## src/rtl/alp_pkg.sv

```systemverilog
// Shared encodings for the ALP carry/flag controller: carry-source select, operand width,
// two-word sequencing state.
package alp_pkg;

    localparam logic [1:0] CIN_ZERO = 2'd0;
    localparam logic [1:0] CIN_ONE  = 2'd1;
    localparam logic [1:0] CIN_ALUC = 2'd2;
    localparam logic [1:0] CIN_PSLC = 2'd3;

    localparam logic [1:0] W_BYTE = 2'd0;
    localparam logic [1:0] W_WORD = 2'd1;
    localparam logic [1:0] W_LONG = 2'd2;

    typedef enum logic {IDLE, MP_HI} mp_state_t;

    // Index of the most significant slice taking part in an operation of the given width.
    function automatic int unsigned top_slice(logic [1:0] width, int unsigned nslice);
        case (width)
            W_BYTE:  return 1;
            W_WORD:  return 3;
            default: return nslice - 1;
        endcase
    endfunction

endpackage

```

## src/rtl/alp_carry_ctl_if.sv

```systemverilog
// Slice-array side bundle for alp_carry_ctl. ALP_DIGIT_CARRY_EN adds per-slice registered carries.
interface alp_carry_ctl_if #(
    parameter int unsigned NSLICE = 8
);
    logic [NSLICE-1:0]   g_in_h;
    logic [NSLICE-1:0]   p_in_h;
    logic [NSLICE-1:0]   v_in_h;
    logic [4*NSLICE-1:0] aluq_h;
    logic [1:0]          cin_sel_h;
    logic [1:0]          width_h;
    logic                sub_h;
    logic                cc_en_h;
    logic                mp_start_h;
    logic                stall_h;
    logic [NSLICE-1:0]   carry_in_h;
    logic                alu_c_h;
    logic                cc_n_h;
    logic                cc_z_h;
    logic                cc_v_h;
    logic                cc_c_h;
    logic                mp_hi_h;
`ifdef ALP_DIGIT_CARRY_EN
    logic [NSLICE-1:0]   digit_c_h;

    modport master (
        output g_in_h, p_in_h, v_in_h, aluq_h, cin_sel_h, width_h, sub_h, cc_en_h,
               mp_start_h, stall_h,
        input  carry_in_h, alu_c_h, cc_n_h, cc_z_h, cc_v_h, cc_c_h, mp_hi_h, digit_c_h
    );
    modport slave (
        input  g_in_h, p_in_h, v_in_h, aluq_h, cin_sel_h, width_h, sub_h, cc_en_h,
               mp_start_h, stall_h,
        output carry_in_h, alu_c_h, cc_n_h, cc_z_h, cc_v_h, cc_c_h, mp_hi_h, digit_c_h
    );
`else
    modport master (
        output g_in_h, p_in_h, v_in_h, aluq_h, cin_sel_h, width_h, sub_h, cc_en_h,
               mp_start_h, stall_h,
        input  carry_in_h, alu_c_h, cc_n_h, cc_z_h, cc_v_h, cc_c_h, mp_hi_h
    );
    modport slave (
        input  g_in_h, p_in_h, v_in_h, aluq_h, cin_sel_h, width_h, sub_h, cc_en_h,
               mp_start_h, stall_h,
        output carry_in_h, alu_c_h, cc_n_h, cc_z_h, cc_v_h, cc_c_h, mp_hi_h
    );
`endif

endinterface

```

## src/rtl/alp_cla.sv

```systemverilog
// Single-level carry lookahead across the slice array; c[i] is the carry into slice i,
// c[NSLICE] the carry out of the top slice.
module alp_cla #(
    parameter int unsigned NSLICE = 8
) (
    input  logic [NSLICE-1:0] g,
    input  logic [NSLICE-1:0] p,
    input  logic              c0,
    output logic [NSLICE:0]   c
);

    always_comb begin
        c[0] = c0;
        for (int unsigned i = 0; i < NSLICE; i++) begin
            c[i+1] = g[i] | (p[i] & c[i]);
        end
    end

endmodule

```

## src/rtl/alp_carry_ctl.sv

```systemverilog
// ALP carry/flag controller: slice carry chain, registered ALU carry, NZVC and two-word sequencing.
// Optional ALP_DIGIT_CARRY_EN registers every slice carry-out for decimal adjust.
module alp_carry_ctl
    import alp_pkg::*;
#(
    parameter int unsigned NSLICE = 8
) (
    input logic            clk_h,
    input logic            reset_l,
    alp_carry_ctl_if.slave bus
);

    mp_state_t       state_q;
    logic            alu_c_q;
    logic            n_q;
    logic            z_q;
    logic            v_q;
    logic            c_q;
    logic            c0;
    logic [NSLICE:0] c;
    int unsigned     top;
    logic            cout;
    logic            sign;
    logic            zero;
    logic            ovf;

    // The high word of a two-word op always continues from the low word's carry.
    always_comb begin
        if (state_q == MP_HI) begin
            c0 = alu_c_q;
        end else begin
            case (bus.cin_sel_h)
                CIN_ZERO: c0 = 1'b0;
                CIN_ONE:  c0 = 1'b1;
                CIN_ALUC: c0 = alu_c_q;
                default:  c0 = c_q;
            endcase
        end
    end

    alp_cla #(
        .NSLICE(NSLICE)
    ) u_cla (
        .g  (bus.g_in_h),
        .p  (bus.p_in_h),
        .c0 (c0),
        .c  (c)
    );

    assign bus.carry_in_h = c[NSLICE-1:0];

    always_comb begin
        top  = top_slice(bus.width_h, NSLICE);
        cout = 1'b0;
        sign = 1'b0;
        ovf  = 1'b0;
        zero = 1'b1;
        for (int unsigned i = 0; i < NSLICE; i++) begin
            if (i == top) begin
                cout = c[i+1];
                sign = bus.aluq_h[4*i+3];
                ovf  = bus.v_in_h[i];
            end
        end
        for (int unsigned j = 0; j < 4 * NSLICE; j++) begin
            if (j <= 4 * top + 3 && bus.aluq_h[j]) zero = 1'b0;
        end
    end

`ifdef ALP_DIGIT_CARRY_EN
    logic [NSLICE-1:0] digit_q;
    assign bus.digit_c_h = digit_q;
`endif

    always_ff @(posedge clk_h or negedge reset_l) begin
        if (!reset_l) begin
            state_q <= IDLE;
            alu_c_q <= 1'b0;
            n_q     <= 1'b0;
            z_q     <= 1'b0;
            v_q     <= 1'b0;
            c_q     <= 1'b0;
`ifdef ALP_DIGIT_CARRY_EN
            digit_q <= '0;
`endif
        end else if (bus.cc_en_h && !bus.stall_h) begin
            alu_c_q <= cout;
            n_q     <= sign;
            v_q     <= ovf;
            c_q     <= cout ^ bus.sub_h;
            // High word only reports zero if the low word was zero as well.
            z_q     <= (state_q == MP_HI) ? (zero & z_q) : zero;
            state_q <= (state_q == IDLE && bus.mp_start_h) ? MP_HI : IDLE;
`ifdef ALP_DIGIT_CARRY_EN
            digit_q <= c[NSLICE:1];
`endif
        end
    end

    assign bus.alu_c_h = alu_c_q;
    assign bus.cc_n_h  = n_q;
    assign bus.cc_z_h  = z_q;
    assign bus.cc_v_h  = v_q;
    assign bus.cc_c_h  = c_q;
    assign bus.mp_hi_h = (state_q == MP_HI);

endmodule

```

## src/flat_wrapper.sv

```systemverilog
// flat-port wrapper written by rule: the top's interface ports become plain ports
module alp_carry_ctl_flat import alp_pkg::*;
#(
    parameter int unsigned NSLICE = 8
)
  (clk_h, reset_l, bus_g_in_h, bus_p_in_h, bus_v_in_h, bus_aluq_h, bus_cin_sel_h, bus_width_h, bus_sub_h, bus_cc_en_h, bus_mp_start_h, bus_stall_h, bus_carry_in_h, bus_alu_c_h, bus_cc_n_h, bus_cc_z_h, bus_cc_v_h, bus_cc_c_h, bus_mp_hi_h);
  alp_carry_ctl_if #(.NSLICE(NSLICE)) bus_i ();
  input logic clk_h;
  input logic reset_l;
  input wire logic [$bits(bus_i.g_in_h)-1:0] bus_g_in_h;
  input wire logic [$bits(bus_i.p_in_h)-1:0] bus_p_in_h;
  input wire logic [$bits(bus_i.v_in_h)-1:0] bus_v_in_h;
  input wire logic [$bits(bus_i.aluq_h)-1:0] bus_aluq_h;
  input wire logic [$bits(bus_i.cin_sel_h)-1:0] bus_cin_sel_h;
  input wire logic [$bits(bus_i.width_h)-1:0] bus_width_h;
  input wire logic [$bits(bus_i.sub_h)-1:0] bus_sub_h;
  input wire logic [$bits(bus_i.cc_en_h)-1:0] bus_cc_en_h;
  input wire logic [$bits(bus_i.mp_start_h)-1:0] bus_mp_start_h;
  input wire logic [$bits(bus_i.stall_h)-1:0] bus_stall_h;
  output wire logic [$bits(bus_i.carry_in_h)-1:0] bus_carry_in_h;
  output wire logic [$bits(bus_i.alu_c_h)-1:0] bus_alu_c_h;
  output wire logic [$bits(bus_i.cc_n_h)-1:0] bus_cc_n_h;
  output wire logic [$bits(bus_i.cc_z_h)-1:0] bus_cc_z_h;
  output wire logic [$bits(bus_i.cc_v_h)-1:0] bus_cc_v_h;
  output wire logic [$bits(bus_i.cc_c_h)-1:0] bus_cc_c_h;
  output wire logic [$bits(bus_i.mp_hi_h)-1:0] bus_mp_hi_h;
  assign bus_i.g_in_h = bus_g_in_h;
  assign bus_i.p_in_h = bus_p_in_h;
  assign bus_i.v_in_h = bus_v_in_h;
  assign bus_i.aluq_h = bus_aluq_h;
  assign bus_i.cin_sel_h = bus_cin_sel_h;
  assign bus_i.width_h = bus_width_h;
  assign bus_i.sub_h = bus_sub_h;
  assign bus_i.cc_en_h = bus_cc_en_h;
  assign bus_i.mp_start_h = bus_mp_start_h;
  assign bus_i.stall_h = bus_stall_h;
  assign bus_carry_in_h = bus_i.carry_in_h;
  assign bus_alu_c_h = bus_i.alu_c_h;
  assign bus_cc_n_h = bus_i.cc_n_h;
  assign bus_cc_z_h = bus_i.cc_z_h;
  assign bus_cc_v_h = bus_i.cc_v_h;
  assign bus_cc_c_h = bus_i.cc_c_h;
  assign bus_mp_hi_h = bus_i.mp_hi_h;
  alp_carry_ctl #(.NSLICE(NSLICE)) u_core (.clk_h(clk_h), .reset_l(reset_l), .bus(bus_i));
endmodule
```

## config.mk

```make
export PLATFORM = sky130hd
export DESIGN_NAME = alp_carry_ctl_flat
export DESIGN_NICKNAME = d
export VERILOG_FILES = /design/src/rtl/alp_pkg.sv /design/src/rtl/alp_carry_ctl_if.sv /design/src/rtl/alp_cla.sv /design/src/rtl/alp_carry_ctl.sv /design/src/flat_wrapper.sv
export SDC_FILE = /design/constraint.sdc
export NUM_CORES = 1
export LEC_CHECK = 0
export BUFFER_PORTS_ARGS = -buffer_cell sky130_fd_sc_hd__clkbuf_2
export CORE_UTILIZATION = 30
export DETAILED_ROUTE_END_ITERATION = 12
export HOLD_SLACK_MARGIN = 0.05
export PLACE_DENSITY_LB_ADDON = 0.3
export SKIP_CTS_REPAIR_TIMING = 1
export SLEW_MARGIN = 20
export SYNTH_ARGS = -nofsm -noshare
export SYNTH_HDL_FRONTEND = slang
export SYNTH_SLANG_ARGS = --single-unit
```

## constraint.sdc

```tcl
create_clock -name clk_h -period 2.14 [get_ports clk_h]
set_input_delay 0 -clock clk_h [delete_from_list [all_inputs] [get_ports clk_h]]
set_output_delay 0 -clock clk_h [all_outputs]
set_load 0.01 [all_outputs]
```

==> impl_metrics.tcl <==
set metrics [dict create \
    first_global_vias 790 \
    mostFrequentLayoutCell "clkbuf_2" \
    grt_usage 0.179 \
    pwr-share-clk 0.231 \
    place.gp.congestion 0.749 \
    finalWorstSetupSlack_ps 272 \
    fin_tns_setup_ps 0 \
    core.rowCount 15 \
    grt_max_degree 14 \
    finClkSkew_ps 2.05 \
    worstRegToRegCells 6 \
    ys_warn_count 0 \
    via_per_inst 4.80 \
    layout_common_cells "74 x clkbuf_2, 9 x nor2_1, 9 x nand2_1" \
    clkLatencyLatePin_ps 240 \
    slew_violations 0 \
    nets 221 \
    hold_viol_final 0 \
    coreArea_mm2 0.00178 \
    period_minus_slack_ps 1870 \
    drive_gt1_frac 0.549 \
    die_w_um 46.2 \
    cp_slowest_cell "dfrtp_1" \
    relSlewSlack 0.727 \
    antenna_found_initial 0 \
    max_clock_freq_mhz 535 \
    finalSetupViolations 0 \
    mappedNetlistNets 143 \
    dp_hpwl_um 1660 \
    place_area_um2 972 \
    initial_core_util 0.329 \
    status "complete, no violations" \
    clk_pin_slew_ps 40 \
    syn-cell-area_um2 587 \
    period_share 0.873 \
    worstReg2RegEnd "u_core.bus.cc_c_h" \
    drc 0 \
    vias 854 \
    place_worst_setup_slack_ps 335 \
    h-tree-depth 1 \
    crit_family "compound AO/OA/AOI/OAI gates" \
    power_report.internal_total_mw 0.294 \
    synth_seq_cells 6 \
    synth.area.top_cells "dfrtp_1 26%, nor4_1 8.5%, a21o_1 6.4%" \
    worst-r2r-setup-slack_ps 340 \
    r2r-start "u_core.bus.cc_c_h" \
    finish.instance_area_mm2 0.00101 \
    synth_cell_type_count 30 \
    path_cells "or2b_1 -> nand3b_1 -> a32oi_2 -> a21o_2 -> a21o_1 -> a21o_1 -> clkbuf_2" \
    cts-root-buf "clkbuf_4" \
    crit_start "u_core.bus.cc_c_h" \
    synth_top_area_frac 0.256 \
    power_mw 0.438 \
    min_path_type "input port to flop" \
    synth_top_cell_by_area "dfrtp_1" \
    cp.depth 7 \
    cp-start-kind "flop" \
    syn2layout_area_growth_pct 72.9 \
    end_kind "primary output" \
    rsz0062_at_grt "false" \
    clkSinkCount 6 \
    p_sw_mw 0.144 \
    critPathMaxFanout 6 \
    avgSynthCellArea_um2 7.62 \
    fp.dieH_um 46.2 \
    wire_per_inst_um 10.5 \
    postRouteAntennaNets 0 \
    worst_pin_slew_ps 409 \
    combPwrFrac 0.435 \
    crit_buf_inv 1 \
    fin_util 0.569 \
    cp.arrival_ps 1870 \
    final_cells 178 \
    diodes 0 \
    seq_area_frac_synth 0.256 \
    required_ps 2140 \
    portBuffers 74 \
    die-area_mm2 0.00214 \
    seqPwrFrac 0.333 \
    crit_path_end "bus_carry_in_h[5]" \
    dp.cells 173 \
    grt_pass1_wl_um 2810 \
    crit_path_frequent_cell "a21o_1" \
    overflow 0 \
    nFillCells 174 \
    cts_buffers 3 \
    drtPass1Iterations 4 \
    maxCapViolCount 0 \
    hold_ws_ps 59.9 \
    slowest_delay_ps 380 \
    swShare 0.329 \
    first_iter_violations 3 \
    wirelength_um 1870 \
    netlist_instances 77 \
    power_density_mw_per_mm2 431 \
    peakVddDrop_mv 0.199 \
    tritoncts "built" \
    cts_buffer_depth 2 \
    boundaryPins 80 \
    p_leak_nw 0.570 \
    critical_path_class "flop to primary output" \
]
[state kept, by name (all words and copies together), names as in the netlist]
| register | flops |
|---|---|
| u_core.bus.cc_v_h | 1 |
| u_core.bus.cc_n_h | 1 |
| u_core.bus.mp_hi_h | 1 |
| u_core.bus.cc_z_h | 1 |
| u_core.bus.cc_c_h | 1 |
| u_core.bus.alu_c_h | 1 |
[worst reg2reg max path, cell delays in order, from the launching register on]
cell	delay [ps]
dfrtp_1	380
or2b_1	220
nand3b_1	110
a32oi_2	190
a2111o_1	460
a311o_1	280
o211ai_2	70
[worst min-delay path by stage]
stage	start	end	slack [ps]	depth (start not counted)
detailed placement	reset_l	u_core.bus.mp_hi_h	-170	1
CTS	reset_l	u_core.bus.alu_c_h	-430	1
global route	bus_v_in_h[7]	u_core.bus.cc_v_h	80	3
global placement	reset_l	u_core.bus.mp_hi_h	-170	1
finish	bus_v_in_h[7]	u_core.bus.cc_v_h	60	3
floorplan	reset_l	u_core.bus.alu_c_h	-300	0
[synth_stat cells (all sizes together)]
| cell type | n |
|---|---|
| a2111o | 1 |
| a211o | 1 |
| a211oi | 1 |
| a21o | 7 |
| a21oi | 4 |
| a311o | 1 |
| a31oi | 1 |
| a32oi | 1 |
| and2b | 1 |
| buf | 2 |
| clkbuf | 1 |
| dfrtp | 6 |
| inv | 2 |
| mux2i | 2 |
| nand2 | 9 |
| nand2b | 4 |
| nand3 | 1 |
| nand3b | 1 |
| nand4 | 1 |
| nor2 | 9 |
| nor3 | 1 |
| nor4 | 8 |
| o211ai | 1 |
| o21ai | 8 |
| o31a | 1 |
| or2b | 1 |
| or3b | 1 |
[cell type report]
cell class / instances / area [um^2] / area share
inverters: 2 / 7.51 / 0.00740
clock buffers: 3 / 22.5 / 0.0222
well taps: 25 / 31.3 / 0.0308
multi-input cells: 66 / 413 / 0.407
flip-flops and latches: 6 / 150 / 0.148
repair buffers: 76 / 390 / 0.385
[power groups by stage]
stage                     Sequential (mW)  Combinational (mW)  Clock, mW
final                               0.146               0.190      0.101
after global routing                0.148               0.214      0.111
after CTS                           0.146               0.189      0.106
after detailed placement            0.148               0.189          0
after global placement              0.146               0.185          0
after floorplan                     0.154              0.0834          0
[routing by layer]
layer | vias up | track usage | wire [um]
met5 | - | 0 | 0
met2 | 47 | 0.358 | 1050
li1 | 443 | - | -
met4 | 0 | 0.0647 | 0
met3 | 0 | 0.0235 | 130
met1 | 364 | 0.184 | 683
[cell families after synthesis]
logic type,share of synthesized area
buf+inv,0.0405
simple gates,0.324
mux,0.0341
flops,0.256
compound gates,0.345
Power figures use the tool's default switching activity.
